`src/rtl/dl11_fifo_pkg.sv`:
```
// Shared constants for the FIFO-buffered DL11 console interface.
// Register indices, the ARM-visible ID word and CSR bit positions.
package dl11_fifo_pkg;

  localparam logic [31:0] DL11_ID = 32'h444C2003;

  typedef enum logic [1:0] {
    ARM_ID  = 2'd0,
    ARM_RX  = 2'd1,
    ARM_TX  = 2'd2,
    ARM_CFG = 2'd3
  } arm_reg_e;

  typedef enum logic [1:0] {
    REG_RCSR = 2'd0,
    REG_RBUF = 2'd1,
    REG_XCSR = 2'd2,
    REG_XBUF = 2'd3
  } bus_reg_e;

  localparam int DONE_BIT  = 7;
  localparam int READY_BIT = 7;
  localparam int IE_BIT    = 6;
  localparam int MAINT_BIT = 2;
  localparam int ERR_BIT   = 15;

endpackage

```
`src/rtl/dl11_fifo_if.sv`:
```
// ARM register window and Unibus slave signals of the DL11 FIFO block.
// The host/bench drives through master; the device uses slave.
interface dl11_fifo_if;
  logic        armwrite;
  logic [1:0]  armraddr;
  logic [1:0]  armwaddr;
  logic [31:0] armwdata;
  logic [31:0] armrdata;
  logic        intreq;
  logic [7:0]  intvec;
  logic [17:0] a_in_h;
  logic [1:0]  c_in_h;
  logic [15:0] d_in_h;
  logic        init_in_h;
  logic        msyn_in_h;
  logic [15:0] d_out_h;
  logic        ssyn_out_h;

  modport master (
    output armwrite, armraddr, armwaddr, armwdata,
    output a_in_h, c_in_h, d_in_h, init_in_h, msyn_in_h,
    input  armrdata, intreq, intvec, d_out_h, ssyn_out_h
  );

  modport slave (
    input  armwrite, armraddr, armwaddr, armwdata,
    input  a_in_h, c_in_h, d_in_h, init_in_h, msyn_in_h,
    output armrdata, intreq, intvec, d_out_h, ssyn_out_h
  );
endinterface

```
`src/rtl/dl11_sync_fifo.sv`:
```
// Single-clock FIFO with wrap-around pointers one bit wider than the index.
// Head is presented combinationally; clr dominates push and pop.
module dl11_sync_fifo #(
  parameter int W          = 8,
  parameter int DEPTH_LOG2 = 4
) (
  input  logic                  clk,
  input  logic                  clr,
  input  logic                  push,
  input  logic                  pop,
  input  logic [W-1:0]          din,
  output logic [W-1:0]          dout,
  output logic [DEPTH_LOG2:0]   count,
  output logic                  empty,
  output logic                  full
);

  localparam logic [DEPTH_LOG2:0] DEPTH = {1'b1, {DEPTH_LOG2{1'b0}}};

  logic [W-1:0]        mem [2**DEPTH_LOG2];
  logic [DEPTH_LOG2:0] wp_q, wp_d;
  logic [DEPTH_LOG2:0] rp_q, rp_d;
  logic                do_push;
  logic                do_pop;

  assign count   = wp_q - rp_q;
  assign empty   = (count == '0);
  assign full    = (count == DEPTH);
  assign dout    = mem[rp_q[DEPTH_LOG2-1:0]];
  assign do_push = push & ~full;
  assign do_pop  = pop & ~empty;

  always_comb begin
    wp_d = wp_q;
    rp_d = rp_q;
    if (do_push) wp_d = wp_q + 1'b1;
    if (do_pop)  rp_d = rp_q + 1'b1;
  end

  always_ff @(posedge clk) begin
    if (clr) begin
      wp_q <= '0;
      rp_q <= '0;
    end else begin
      wp_q <= wp_d;
      rp_q <= rp_d;
    end
  end

  always_ff @(posedge clk) begin
    if (do_push && !clr) mem[wp_q[DEPTH_LOG2-1:0]] <= din;
  end

endmodule

```
`src/rtl/dl11_fifo.sv`:
```
// DL11 console with RX/TX FIFOs between an ARM host and the Unibus.
// Define DL11_FIFO_MAINT_EN for the XCSR MAINT loopback (XBUF -> RX FIFO).
module dl11_fifo
  import dl11_fifo_pkg::*;
#(
  parameter logic [17:0] ADDR       = 18'o777560,
  parameter logic [7:0]  INTVEC     = 8'o060,
  parameter int          DEPTH_LOG2 = 4
) (
  input  logic        CLOCK,
  input  logic        RESET,
  dl11_fifo_if.slave  bus
);

  logic        clr;
  logic        enable_q, enable_d;
  logic        rie_q, rie_d;
  logic        xie_q, xie_d;
  logic        rxovr_q, rxovr_d;
  logic        ssyn_q, ssyn_d;
  logic [15:0] dout_q, dout_d;
  logic [7:0]  xbuf_q, xbuf_d;

  logic                rx_push, rx_pop, rx_empty, rx_full;
  logic                tx_push, tx_pop, tx_empty, tx_full;
  logic [7:0]          rx_din, rx_dout, tx_dout;
  logic [DEPTH_LOG2:0] rx_count, tx_count;

  logic        sel, wr, odd_byte, bwr, brd;
  bus_reg_e    breg;
  arm_reg_e    wreg, rreg;
  logic        arm_rxpush, arm_rxclr, arm_txpop, arm_cfg;
  logic        xbuf_push, loop, rx_drop, xbuf_ok;
  logic        ready, rirq, xirq;
  logic [15:0] rcsr, xcsr, rbuf, bus_rdata;
  logic        unused_bits;

  assign clr = RESET | bus.init_in_h;

  assign sel = enable_q & (bus.a_in_h[17:3] == ADDR[17:3])
             & bus.msyn_in_h & ~ssyn_q;
  assign breg     = bus_reg_e'(bus.a_in_h[2:1]);
  assign wr       = bus.c_in_h[1];
  assign odd_byte = bus.c_in_h[0] & bus.a_in_h[0];
  assign bwr      = sel & wr & ~odd_byte;
  assign brd      = sel & ~wr;

  assign wreg       = arm_reg_e'(bus.armwaddr);
  assign rreg       = arm_reg_e'(bus.armraddr);
  assign arm_rxpush = bus.armwrite & (wreg == ARM_RX) & bus.armwdata[15];
  assign arm_rxclr  = bus.armwrite & (wreg == ARM_RX) & bus.armwdata[14];
  assign arm_txpop  = bus.armwrite & (wreg == ARM_TX) & bus.armwdata[15];
  assign arm_cfg    = bus.armwrite & (wreg == ARM_CFG);

  assign xbuf_push = bwr & (breg == REG_XBUF);

`ifdef DL11_FIFO_MAINT_EN
  logic maint_q;
  assign loop = maint_q;

  always_ff @(posedge CLOCK) begin
    if (clr) maint_q <= 1'b0;
    else if (bwr && breg == REG_XCSR)
      maint_q <= bus.d_in_h[MAINT_BIT];
  end
`else
  assign loop = 1'b0;
`endif

  // Loopback shares the RX write port; a same-cycle ARM push wins
  assign rx_push = arm_rxpush | (xbuf_push & loop);
  assign rx_din  = arm_rxpush ? bus.armwdata[7:0] : bus.d_in_h[7:0];
  assign rx_pop  = brd & (breg == REG_RBUF);
  assign tx_push = xbuf_push & ~loop;
  assign tx_pop  = arm_txpop;

  assign rx_drop = (arm_rxpush & rx_full)
                 | (xbuf_push & loop & (rx_full | arm_rxpush));
  assign xbuf_ok = xbuf_push &
                   (loop ? (~rx_full & ~arm_rxpush) : ~tx_full);

  dl11_sync_fifo #(.W(8), .DEPTH_LOG2(DEPTH_LOG2)) u_rx (
    .clk(CLOCK), .clr(clr), .push(rx_push), .pop(rx_pop),
    .din(rx_din), .dout(rx_dout), .count(rx_count),
    .empty(rx_empty), .full(rx_full)
  );

  dl11_sync_fifo #(.W(8), .DEPTH_LOG2(DEPTH_LOG2)) u_tx (
    .clk(CLOCK), .clr(clr), .push(tx_push), .pop(tx_pop),
    .din(bus.d_in_h[7:0]), .dout(tx_dout), .count(tx_count),
    .empty(tx_empty), .full(tx_full)
  );

  assign ready = loop ? ~rx_full : ~tx_full;

  always_comb begin
    rcsr = '0;
    rcsr[ERR_BIT]  = rxovr_q;
    rcsr[DONE_BIT] = ~rx_empty;
    rcsr[IE_BIT]   = rie_q;
    xcsr = '0;
    xcsr[READY_BIT] = ready;
    xcsr[IE_BIT]    = xie_q;
    xcsr[MAINT_BIT] = loop;
    rbuf = rx_empty ? 16'h0 : {rxovr_q, 7'b0, rx_dout};
  end

  always_comb begin
    bus_rdata = '0;
    unique case (breg)
      REG_RCSR: bus_rdata = rcsr;
      REG_RBUF: bus_rdata = rbuf;
      REG_XCSR: bus_rdata = xcsr;
      REG_XBUF: bus_rdata = {8'h0, xbuf_q};
    endcase
  end

  always_comb begin
    bus.armrdata = '0;
    unique case (rreg)
      ARM_ID:  bus.armrdata = DL11_ID;
      ARM_RX:  bus.armrdata = {8'(rx_count), 7'b0, rxovr_q, rcsr};
      ARM_TX:  bus.armrdata = {8'(tx_count), tx_dout, xcsr};
      ARM_CFG: bus.armrdata = {enable_q, 5'b0, INTVEC, ADDR};
    endcase
  end

  assign rirq       = ~rx_empty & rie_q;
  assign xirq       = ready & xie_q;
  assign bus.intreq = rirq | xirq;
  assign bus.intvec = {INTVEC[7:3], ~rirq, 2'b0};

  always_comb begin
    enable_d = enable_q;
    rie_d    = rie_q;
    xie_d    = xie_q;
    rxovr_d  = rxovr_q;
    xbuf_d   = xbuf_q;
    ssyn_d   = ssyn_q;
    dout_d   = dout_q;
    if (arm_cfg)   enable_d = bus.armwdata[31];
    if (arm_rxclr) rxovr_d  = 1'b0;
    if (rx_drop)   rxovr_d  = 1'b1;
    if (bwr && breg == REG_RCSR) rie_d = bus.d_in_h[IE_BIT];
    if (bwr && breg == REG_XCSR) xie_d = bus.d_in_h[IE_BIT];
    if (xbuf_ok) xbuf_d = bus.d_in_h[7:0];
    if (sel) begin
      ssyn_d = 1'b1;
      dout_d = wr ? 16'h0 : bus_rdata;
    end else if (!bus.msyn_in_h) begin
      ssyn_d = 1'b0;
      dout_d = '0;
    end
  end

  always_ff @(posedge CLOCK) begin
    if (RESET) begin
      enable_q <= 1'b0;
      rie_q    <= 1'b0;
      xie_q    <= 1'b0;
      rxovr_q  <= 1'b0;
      ssyn_q   <= 1'b0;
      dout_q   <= '0;
      xbuf_q   <= '0;
    end else if (bus.init_in_h) begin
      enable_q <= enable_d;
      rie_q    <= 1'b0;
      xie_q    <= 1'b0;
      rxovr_q  <= 1'b0;
      ssyn_q   <= 1'b0;
      dout_q   <= '0;
      xbuf_q   <= '0;
    end else begin
      enable_q <= enable_d;
      rie_q    <= rie_d;
      xie_q    <= xie_d;
      rxovr_q  <= rxovr_d;
      ssyn_q   <= ssyn_d;
      dout_q   <= dout_d;
      xbuf_q   <= xbuf_d;
    end
  end

  assign bus.d_out_h    = dout_q;
  assign bus.ssyn_out_h = ssyn_q;

  assign unused_bits = ^{bus.armwdata[30:16], bus.armwdata[13:8],
                         bus.d_in_h[15:8], tx_empty};

endmodule

```
`src/flat_wrapper.sv`:
```
// flat-port wrapper written by rule: the top's interface ports become plain ports
module dl11_fifo_flat import dl11_fifo_pkg::*;
#(
  parameter logic [17:0] ADDR       = 18'o777560,
  parameter logic [7:0]  INTVEC     = 8'o060,
  parameter int          DEPTH_LOG2 = 4
)
  (CLOCK, RESET, bus_armwrite, bus_armraddr, bus_armwaddr, bus_armwdata, bus_a_in_h, bus_c_in_h, bus_d_in_h, bus_init_in_h, bus_msyn_in_h, bus_armrdata, bus_intreq, bus_intvec, bus_d_out_h, bus_ssyn_out_h);
  dl11_fifo_if bus_i ();
  input  logic CLOCK;
  input  logic RESET;
  input wire logic [$bits(bus_i.armwrite)-1:0] bus_armwrite;
  input wire logic [$bits(bus_i.armraddr)-1:0] bus_armraddr;
  input wire logic [$bits(bus_i.armwaddr)-1:0] bus_armwaddr;
  input wire logic [$bits(bus_i.armwdata)-1:0] bus_armwdata;
  input wire logic [$bits(bus_i.a_in_h)-1:0] bus_a_in_h;
  input wire logic [$bits(bus_i.c_in_h)-1:0] bus_c_in_h;
  input wire logic [$bits(bus_i.d_in_h)-1:0] bus_d_in_h;
  input wire logic [$bits(bus_i.init_in_h)-1:0] bus_init_in_h;
  input wire logic [$bits(bus_i.msyn_in_h)-1:0] bus_msyn_in_h;
  output wire logic [$bits(bus_i.armrdata)-1:0] bus_armrdata;
  output wire logic [$bits(bus_i.intreq)-1:0] bus_intreq;
  output wire logic [$bits(bus_i.intvec)-1:0] bus_intvec;
  output wire logic [$bits(bus_i.d_out_h)-1:0] bus_d_out_h;
  output wire logic [$bits(bus_i.ssyn_out_h)-1:0] bus_ssyn_out_h;
  assign bus_i.armwrite = bus_armwrite;
  assign bus_i.armraddr = bus_armraddr;
  assign bus_i.armwaddr = bus_armwaddr;
  assign bus_i.armwdata = bus_armwdata;
  assign bus_i.a_in_h = bus_a_in_h;
  assign bus_i.c_in_h = bus_c_in_h;
  assign bus_i.d_in_h = bus_d_in_h;
  assign bus_i.init_in_h = bus_init_in_h;
  assign bus_i.msyn_in_h = bus_msyn_in_h;
  assign bus_armrdata = bus_i.armrdata;
  assign bus_intreq = bus_i.intreq;
  assign bus_intvec = bus_i.intvec;
  assign bus_d_out_h = bus_i.d_out_h;
  assign bus_ssyn_out_h = bus_i.ssyn_out_h;
  dl11_fifo #(.ADDR(ADDR), .INTVEC(INTVEC), .DEPTH_LOG2(DEPTH_LOG2)) u_core (.CLOCK(CLOCK), .RESET(RESET), .bus(bus_i));
endmodule
```
`config.mk`:
```
export PLATFORM = sky130hd
export DESIGN_NAME = dl11_fifo_flat
export DESIGN_NICKNAME = d
export VERILOG_FILES = /design/src/rtl/dl11_fifo_pkg.sv /design/src/rtl/dl11_fifo_if.sv /design/src/rtl/dl11_sync_fifo.sv /design/src/rtl/dl11_fifo.sv /design/src/flat_wrapper.sv
export SDC_FILE = /design/constraint.sdc
export NUM_CORES = 1
export LEC_CHECK = 0
export CAP_MARGIN = 10
export CORE_AREA = 2 2 209 149
export CTS_CLUSTER_DIAMETER = 200
export CTS_CLUSTER_SIZE = 16
export DETAILED_ROUTE_END_ITERATION = 10
export DIE_AREA = 0 0 211 151
export PLACE_DENSITY = 0.75
export REMOVE_ABC_BUFFERS = 1
export SLEW_MARGIN = 20
export SYNTH_ARGS = -nofsm -noshare
export SYNTH_HDL_FRONTEND = slang
export SYNTH_HIERARCHICAL = 1
export SYNTH_SLANG_ARGS = --single-unit
```
`constraint.sdc`:
```
create_clock -name CLOCK -period 8.4 [get_ports CLOCK]
set_input_delay 1.68 -clock CLOCK [delete_from_list [all_inputs] [get_ports CLOCK]]
set_output_delay 1.68 -clock CLOCK [all_outputs]
set_load 0.01 [all_outputs]
```
==> impl_metrics.tcl, run 1 <==
set metrics [dict create \
    die_y_um 151 \
    cts_root_buffer "clkbuf_16" \
    core_um2 29770 \
    finish.instance_area_um2 15260 \
    timing.final.ws_setup_ns 2.698 \
    p_per_area_nw_per_um2 180.6 \
    synthCells 806 \
    drive_above_1_share_pct 19.87 \
    grt_max_degree 48 \
    number_of_library_cell_types_mapped_by_synthesis 58 \
    dpl-instance-area_um2 14570 \
    dieArea_um2 31860 \
    min_path_type "reg2reg" \
    hold_path_startpoint "u_core/bus.d_out_h[4]" \
    max_freq_mhz 175.4 \
    holdPathEnd "u_core/bus.d_out_h[4]" \
    synth-edff-count 256 \
    tritoncts "yes" \
    power_frac_seq_pct 59.6 \
    timing.final.hold_violations 0 \
    yosys_warnings 6 \
    share_comb_of_total_power_pct 3.6 \
    place_ws_ns 2.624 \
    syn_area_um2 13320 \
    drt_pre_antenna_iters 5 \
    final_standard_cell_utilization_of_the_core_pct 51.25 \
    design.portCount 135 \
    synth_area_leaders "edfxtp_1 (58%), mux4_2 (14%), dfxtp_1 (7.5%)" \
    max_cap_viol_count 0 \
    clk_pin_slew_ns 0.07 \
    timing.rr.end "u_core/u_rx/mem[7][5]" \
    seq_area_frac_synth_pct 65.24 \
    port_buffers 88 \
    postCtsResizedCells 0 \
    tightest_slew_ns 1.092 \
    setup_viol_count_final 0 \
    drc 0 \
    crit_path_cell_trace "clkdlybuf4s50_1 -> inv_1 -> ha_1 -> nor2b_1 -> and2_1 -> clkdlybuf4s50_1" \
    timing.reg2reg.worst_path_depth 9 \
    grt_overflow 0 \
    postSynth.asyncResetShare_pct 0 \
    worstPathRequired_ns 6.72 \
    crit_path_top_delay_cell "ha_1" \
    synth_ff_type "edfxtp_1" \
    tns_ns 0 \
    path_delay_family "buffers and inverters" \
    pwr-share-clk_pct 36.7 \
    die_w_um 211 \
    antenna_cells 0 \
    path_max_fanout 13 \
    post_synth.cell_area_avg_um2 16.52 \
    grt_setup_unrepaired "no" \
    period_needed_ns 5.702 \
    ant_nets 0 \
    type_of_destination_of_the_critical_path "primary output" \
    route.vias.total 7518 \
    switchingPower_mw 0.5519 \
    drt_first_iter_violations 838 \
    cp_common_cell "clkdlybuf4s50_1" \
    clock_skew_ns 0.01620 \
    rr_startpoint "u_core/u_rx/wp_q[0]" \
    cts_buffers 23 \
    cts.sinks 306 \
    htreeDepth 1 \
    ctsHoldBuffers 0 \
    signal_arrival_time_at_the_worst_endpoint_ns 4.02 \
    outcome "complete, no violations" \
    min_path_cells 2 \
    internal_power_mw 2.204 \
    wl_per_cell_um 22.91 \
    finish.net_count 986 \
    yosys.area.top_type "edfxtp_1" \
    worst_skew_pair.late_latency_ns 0.52 \
    cp.buffers_inverters 3 \
    p_leak_nw 4.725 \
    max_slew_margin_pct 26.79 \
    drt-total-wl_mm 29.46 \
    min_period_over_period_pct 67.88 \
    vdd_ir_drop_max_mv 0.1271 \
    row_count 53 \
    antenna_found_initial 0 \
    maxSlewViolCount 0 \
    worst-setup-path-type "in2out" \
    grt_pass1_wl_mm 43.76 \
    timing.critical_path.from_type "input port" \
    synth_seq_cells 306 \
    start_util_pct 44.72 \
    crit_path_max_incr_delay_ns 0.66 \
    detail_route.vias_per_cell 5.846 \
    gpl.final_weighted_congestion 0.7684 \
    globalRouteTotalUtil_pct 18.44 \
    worst-r2r-setup-slack_ns 4.60 \
    post-synth-top-area-fraction_pct 57.73 \
    cts.path.max_buffers 3 \
    vias_in_the_first_global_route 7123 \
    cts_setup_buffers 0 \
    place_hpwl_mm 19.84 \
    area_growth_syn_to_layout_pct 14.59 \
    netSwitchingFraction_pct 20.02 \
]
## per-layer routing
metal  GRT usage, %  part of all wire [%]  up-vias
li1               -                     -     3292
met1          28.99                    45     3878
met4          3.380                   1.5        0
met3          3.380                   9.2       30
met5              0                     0        -
met2          27.04                    44      318
## layout make-up
class,count,area (um2)
Clock buffer,40,639.4
Fill cell,2371,14520
Inverter,21,78.83
Clock inverter,1,16.27
Tap cell,385,481.7
Timing Repair Buffer,108,1031
Sequential cell,306,8691
Multi-Input combinational cell,425,4322
## metrics by stage
stage / total power [mW] / std cells / hold WS [ns]
6_report: 2.756 / 1286 / 0.4724
5_1_grt: 2.833 / 1286 / 0.4963
4_1_cts: 2.770 / 1286 / 0.4752
3_5_place_dp: 1.777 / 1245 / 0.4650
3_3_place_gp: 1.775 / 1245 / 0.4560
2_1_floorplan: 1.712 / 752 / 0.4463
## Yosys cell counts (3+ instances only)
cell type / instances
nor2b_1: 7
nor3_1: 23
ha_1: 22
mux2i_1: 14
or3_2: 4
mux4_2: 81
nor2_1: 23
inv_1: 21
edfxtp_1: 256
nand3b_1: 4
buf_4: 26
o21ai_0: 23
buf_1: 9
a22oi_1: 5
or3_1: 8
xor2_1: 6
a22o_1: 6
a211o_1: 3
dfxtp_1: 50
a21o_1: 3
nand2_1: 22
and2_1: 6
nor4_1: 6
a21oi_1: 33
buf_2: 10
clkbuf_1: 20
nand4_1: 19
nand2b_1: 25
mux2_2: 13
nand3_1: 13
## cell families (layout without fill, tap and decap cells)
logic type,Yosys count,count (layout),share of synthesized area [%]
muxes,108,108,15.85
other,2,17,0.05640
and+or+nand+nor,186,186,8.268
buffers and inverters,90,170,3.721
DFF,306,306,65.24
adders and majority gates,24,24,2.368
AOI/OAI and AO/OA,84,84,4.097
xor gates and xnor gates,6,6,0.3946
## worst max path at each step
stage               startpoint                     to  depth (start not counted)
5_1_grt        bus_armraddr[0]       bus_armrdata[21]                          6
6_report       bus_armraddr[0]       bus_armrdata[21]                          6
3_5_place_dp     bus_msyn_in_h  u_core/u_tx/mem[2][5]                          7
3_3_place_gp     bus_msyn_in_h  u_core/u_tx/mem[0][4]                          7
2_1_floorplan             flop       bus_armrdata[22]                          3
4_1_cts        bus_armraddr[0]       bus_armrdata[21]                          6
## tightest hold or removal path: stages (launching register included)
cell	delay, ns
dfxtp_1	0.31
nand3_1	0.06
mux2i_1	0.06
## sequential cells by signal, indices dropped and copies added (netlist names), named ones only
name	count
u_core/bus.d_out_h	9
u_core/bus.ssyn_out_h	1
u_core/enable_q	1
u_core/rie_q	1
u_core/rxovr_q	1
u_core/u_rx/mem	128
u_core/u_rx/rp_q	5
u_core/u_rx/wp_q	5
u_core/u_tx/mem	128
u_core/u_tx/rp_q	5
u_core/u_tx/wp_q	5
u_core/xbuf_q	8
u_core/xie_q	1
## power by group through the flow
stage          clock network (mW)  logic [mW]  registers, mW
2_1_floorplan                   0      0.0342           1.68
3_3_place_gp                    0      0.0970           1.68
3_5_place_dp                    0      0.0993           1.68
4_1_cts                      1.03      0.0998           1.64
5_1_grt                      1.08       0.108           1.64
6_report                     1.01      0.0996           1.64
## layout by cell type (no fill, tap or decap), drive strengths merged, types with 19 or more instances in the layout
| cell | instances |
|---|---|
| nand2 | 22 |
| clkbuf | 40 |
| clkdlybuf4s50 | 88 |
| edfxtp | 256 |
| dfxtp | 50 |
| nor3 | 25 |
| o21ai | 23 |
| buf | 20 |
| inv | 22 |
| nor2 | 23 |
| a21oi | 33 |
| nand4 | 19 |
| ha | 22 |
| nand2b | 25 |
| mux4 | 81 |
(Power assumes the default switching activity.)
==> inputs of run 2 (changes only) <==
- clock period: 8.4 -> 5.9 ns (I/O delays scaled with it)
==> impl_metrics.tcl, run 2 (same netlist as run 1, synthesis figures left out) <==
set metrics [dict create \
    outcome "complete, no violations" \
    min_period_over_period_pct 83.93 \
    die_y_um 151 \
    fin_total_pwr_mw 3.925 \
    signal_arrival_time_at_the_worst_endpoint_ns 3.77 \
    cts_root_buffer "clkbuf_16" \
    dieArea_um2 31860 \
    route.vias.total 7556 \
    drt_first_iter_violations 779 \
    max_freq_mhz 201.9 \
    drive_above_1_share_pct 20.39 \
    worst_skew_pair.late_latency_ns 0.52 \
    grt_pass1_wl_mm 44.62 \
    crit_path_cell_trace "inv_1 -> ha_1 -> inv_1 -> fa_1 -> nor3b_1 -> nand4b_2 -> a211oi_4 -> nand2b_1 -> a21oi_1 -> clkdlybuf4s50_1" \
    cts.sinks 306 \
    htreeDepth 1 \
    ctsHoldBuffers 0 \
    finish.instance_area_um2 15290 \
    worstPathRequired_ns 4.72 \
    period_needed_ns 4.952 \
    pwr-share-clk_pct 36.7 \
    crit_path_top_delay_cell "a211oi_4" \
    power_frac_seq_pct 59.6 \
    path_delay_family "buffers and inverters" \
    port_buffers 88 \
    maxSlewViolCount 0 \
    multi_input_comb_area_um2 4267 \
    dpl-instance-area_um2 14630 \
    clk_pin_slew_ns 0.07 \
    max_slew_margin_pct 29.68 \
    p_per_area_nw_per_um2 256.7 \
    place_ws_ns 1.291 \
    cts_setup_buffers 0 \
    area_growth_syn_to_layout_pct 14.82 \
    detail_route.vias_per_cell 5.821 \
    timing.final.ws_setup_ns 0.9479 \
    grt_setup_unrepaired "no" \
    cts_buffers 23 \
    cp_common_cell "inv_1" \
    vias_in_the_first_global_route 7353 \
    netSwitchingFraction_pct 20.04 \
    design.portCount 135 \
    gpl.final_weighted_congestion 0.7969 \
    sequential_cell_area_in_the_final_layout_um2 8691 \
    grt_max_degree 49 \
    wl_per_cell_um 23.13 \
    tightest_slew_ns 1.049 \
    tns_ns 0 \
    layout.cells.most_common_list "edfxtp_1 (256), clkdlybuf4s50_1 (88), mux4_2 (81), dfxtp_1 (48), a21oi_1 (33)" \
    worst-setup-path-type "reg2out" \
    finish.net_count 997 \
    cts.path.max_buffers 3 \
    grt_overflow 0 \
    die_w_um 211 \
    timing.final.hold_violations 0 \
    drc 0 \
    ant_nets 0 \
    path_max_fanout 12 \
    p_leak_nw 4.784 \
    place_hpwl_mm 20.20 \
    drt_pre_antenna_iters 7 \
    tritoncts "yes" \
    switchingPower_mw 0.7866 \
    postCtsResizedCells 0 \
    cp.buffers_inverters 3 \
    type_of_destination_of_the_critical_path "primary output" \
    internal_power_mw 3.139 \
    timing.critical_path.from_type "flop" \
    row_count 53 \
    crit_path_max_incr_delay_ns 0.57 \
    min_path_type "reg2reg" \
    core_um2 29770 \
    most_common_library_cell_in_the_layout_ignoring_fill_and_taps "edfxtp_1" \
    start_util_pct 44.72 \
    vdd_ir_drop_max_mv 0.1751 \
    nFillCells 2386 \
    clock_skew_ns 0.02671 \
    antenna_found_initial 1 \
    setup_viol_count_final 0 \
    share_comb_of_total_power_pct 3.7 \
    globalRouteTotalUtil_pct 18.93 \
    max_cap_viol_count 0 \
    drt-total-wl_mm 30.03 \
]
## run 2: power groups by stage
| stage | combinational (mW) | clock [mW] | sequential [mW] |
|---|---|---|---|
| final | 0.143 | 1.44 | 2.34 |
| after global routing | 0.155 | 1.54 | 2.34 |
| after CTS | 0.144 | 1.47 | 2.34 |
| after detailed placement | 0.143 | 0 | 2.39 |
| after global placement | 0.139 | 0 | 2.39 |
| after floorplan | 0.0487 | 0 | 2.39 |
## run 2: worst paths after layout
kind                                             from               endpoint  slack (ns)  depth (start not counted)
worst min-delay path            u_core/bus.ssyn_out_h  u_core/bus.ssyn_out_h        0.47                          2
worst max register to register    u_core/u_rx/rp_q[0]  u_core/u_rx/mem[5][1]        2.18                          8
worst max-delay path              u_core/u_tx/wp_q[0]        bus_armrdata[7]        0.95                         10
worst min register to register  u_core/bus.ssyn_out_h  u_core/bus.ssyn_out_h        0.47                          2
## run 2: tightest hold or removal path: stages, from the launching register on
cell and delay [ns]:
dfxtp_1 0.32, nand2_1 0.05, a21oi_1 0.05
## run 2: routing by layer
layer  share of wire [%]  vias up  track usage [%]
met2                  45      365            28.78
met3                 9.3       45            3.981
li1                    -     3314                -
met5                   0        -                0
met4                 2.0        0            4.437
met1                  44     3832            28.11
## run 2: stage by stage
stage	hold WS [ns]	utilization, %	cells
2_1_floorplan	0.4463	-	752
3_3_place_gp	0.4598	49.14	1256
3_5_place_dp	0.4598	49.14	1256
4_1_cts	0.4692	51.34	1297
5_1_grt	0.5016	51.35	1298
6_report	0.4662	51.35	1298
## run 2: final cells by class
cell class | instances | share of cell area, %
Clock buffer | 40 | 4.182
Sequential cell | 306 | 56.84
Inverter | 21 | 0.5155
Antenna cell | 1 | 0.01637
Tap cell | 385 | 3.151
Timing Repair Buffer | 119 | 7.283
Multi-Input combinational cell | 425 | 27.90
Clock inverter | 1 | 0.1064
==> inputs of run 3 (changes only) <==
- PLACE_DENSITY: 0.75 -> 0.78
- clock period: 5.9 -> 4 ns (I/O delays scaled with it)
==> impl_metrics.tcl, run 3 (same netlist as run 1, synthesis figures left out) <==
set metrics [dict create \
    tightest_slew_ns 0.8274 \
    drc 0 \
    path_max_fanout 5 \
    start_util_pct 44.72 \
    max_slew_margin_pct 44.67 \
    maxSlewViolCount 0 \
    finish.net_count 1036 \
    drt-total-wl_mm 30.80 \
    min_path_type "reg2reg" \
    die_w_um 211 \
    row_count 53 \
    vias_in_the_first_global_route 7430 \
    grt_pass1_wl_mm 45.86 \
    max_freq_mhz 252.6 \
    area_growth_syn_to_layout_pct 16.89 \
    cts_buffers 23 \
    worst_skew_pair.late_latency_ns 0.51 \
    route.vias.total 7832 \
    whs_ns 0.4773 \
    place_hpwl_mm 21.76 \
    timing.critical_path.from_type "flop" \
    period_needed_ns 3.959 \
    drive_above_1_share_pct 23.29 \
    grt_overflow 0 \
    tritoncts "yes" \
    design.portCount 135 \
    ctsHoldBuffers 0 \
    layout.cells.most_common_list "edfxtp_1 (256), clkdlybuf4s50_1 (86), mux4_2 (81), buf_4 (69), dfxtp_1 (46)" \
    most_common_library_cell_in_the_layout_ignoring_fill_and_taps "edfxtp_1" \
    tns_ns 0 \
    drt_first_iter_violations 895 \
    cts.sinks 306 \
    min_period_over_period_pct 98.98 \
    worst-setup-path-type "reg2out" \
    max_cap_viol_count 0 \
    final_standard_cell_utilization_of_the_core_pct 52.28 \
    dieArea_um2 31860 \
    detail_route.vias_per_cell 5.862 \
    htreeDepth 1 \
    drt_pre_antenna_iters 5 \
    type_of_destination_of_the_critical_path "primary output" \
    grt_max_degree 19 \
    wl_per_cell_um 23.05 \
    worstPathRequired_ns 3.20 \
    antenna_found_initial 3 \
    timing.final.hold_violations 0 \
    core_um2 29770 \
    p_per_area_nw_per_um2 371.6 \
    grt_setup_unrepaired "yes" \
    globalRouteTotalUtil_pct 19.48 \
    die_y_um 151 \
    timing.final.ws_setup_ns 0.04097 \
    cts.path.max_buffers 3 \
    ant_nets 0 \
    p_leak_nw 5.013 \
    cts_root_buffer "clkbuf_16" \
    place_ws_ns 0.2100 \
    port_buffers 88 \
    setup_viol_count_final 0 \
    clock_skew_ns 0.01737 \
    clk_pin_slew_ns 0.07 \
    gpl.final_weighted_congestion 0.8342 \
    vdd_ir_drop_max_mv 0.2431 \
    outcome "complete, no violations" \
    signal_arrival_time_at_the_worst_endpoint_ns 3.16 \
]
==> run 3: cell count changes in the layout (fill, tap and decap cells not counted), sizes merged <==
cell           before  now
dlygate4sd2         0    1
buf                31   70
clkbuf             40   39
diode               1    2
clkdlybuf4s50      88   86
==> run 3: worst paths after layout <==
| path | slack (ns) | to | from | depth (start not counted) |
|---|---|---|---|---|
| setup / recovery | 0.04 | bus_intvec[2] | u_core/u_rx/wp_q[0] | 9 |
| hold / removal | 0.48 | u_core/bus.d_out_h[5] | u_core/bus.d_out_h[5] | 2 |
| setup reg to reg | 0.49 | u_core/u_tx/mem[7][6] | u_core/u_tx/wp_q[0] | 12 |
| hold reg to reg | 0.48 | u_core/bus.d_out_h[5] | u_core/bus.d_out_h[5] | 2 |
==> run 3: critical path, cell delays in order, from the launching register on <==
cell             delay (ns)
dfxtp_2                0.35
inv_1                  0.13
ha_1                   0.18
inv_1                  0.06
fa_1                   0.54
nand3b_1               0.19
a211o_1                0.31
a2bb2oi_4              0.18
nand2b_4               0.16
clkdlybuf4s50_1        0.54
==> run 3: routing by layer <==
| layer | GRT usage (%) | vias up | share of wire, % |
|---|---|---|---|
| li1 | - | 3395 | - |
| met1 | 29.62 | 3980 | 44 |
| met2 | 28.77 | 417 | 44 |
| met3 | 3.711 | 40 | 9.6 |
| met4 | 5.423 | 0 | 2.5 |
| met5 | 0 | - | 0 |
==> run 3: stage by stage <==
| stage | instances | total power [mW] | cell area [um2] |
|---|---|---|---|
| final | 1336 | 5.784 | 15570 |
| after global routing | 1336 | 5.949 | 15570 |
| after CTS | 1333 | 5.817 | 15530 |
| after detailed placement | 1293 | 3.750 | 14860 |
| after global placement | 1293 | 3.743 | 14860 |
| after floorplan | 752 | 3.595 | 12960 |
==> run 3: what timing repair did <==
item | 4_1_cts | 5_1_grt
setup buffers | 1 | 1
endpoints found under the setup margin | 3 | 8
pin swaps | 2 | 1
gates resized for setup | 7 | 6
==> run 3: area by class of cell <==
| cell class | count | area [um2] |
|---|---|---|
| fillers | 2304 | 14210 |
| flip-flops and latches | 306 | 8696 |
| multi-input cells | 425 | 4244 |
| repair buffers | 158 | 1413 |
| clock buffers | 38 | 631.9 |
| well taps | 385 | 481.7 |
| inverters | 21 | 78.83 |
| clock inverters | 1 | 16.27 |
| diodes | 2 | 5.005 |
==> run 3: power by group <==
part	total, mW	leakage, nW	internal [mW]	switching, mW
Combinational	0.229	2.00	0.0964	0.132
Sequential	3.45	2.70	3.45	0.000541
Clock	2.10	0.308	1.08	1.02
Total	5.78	5.01	4.63	1.15
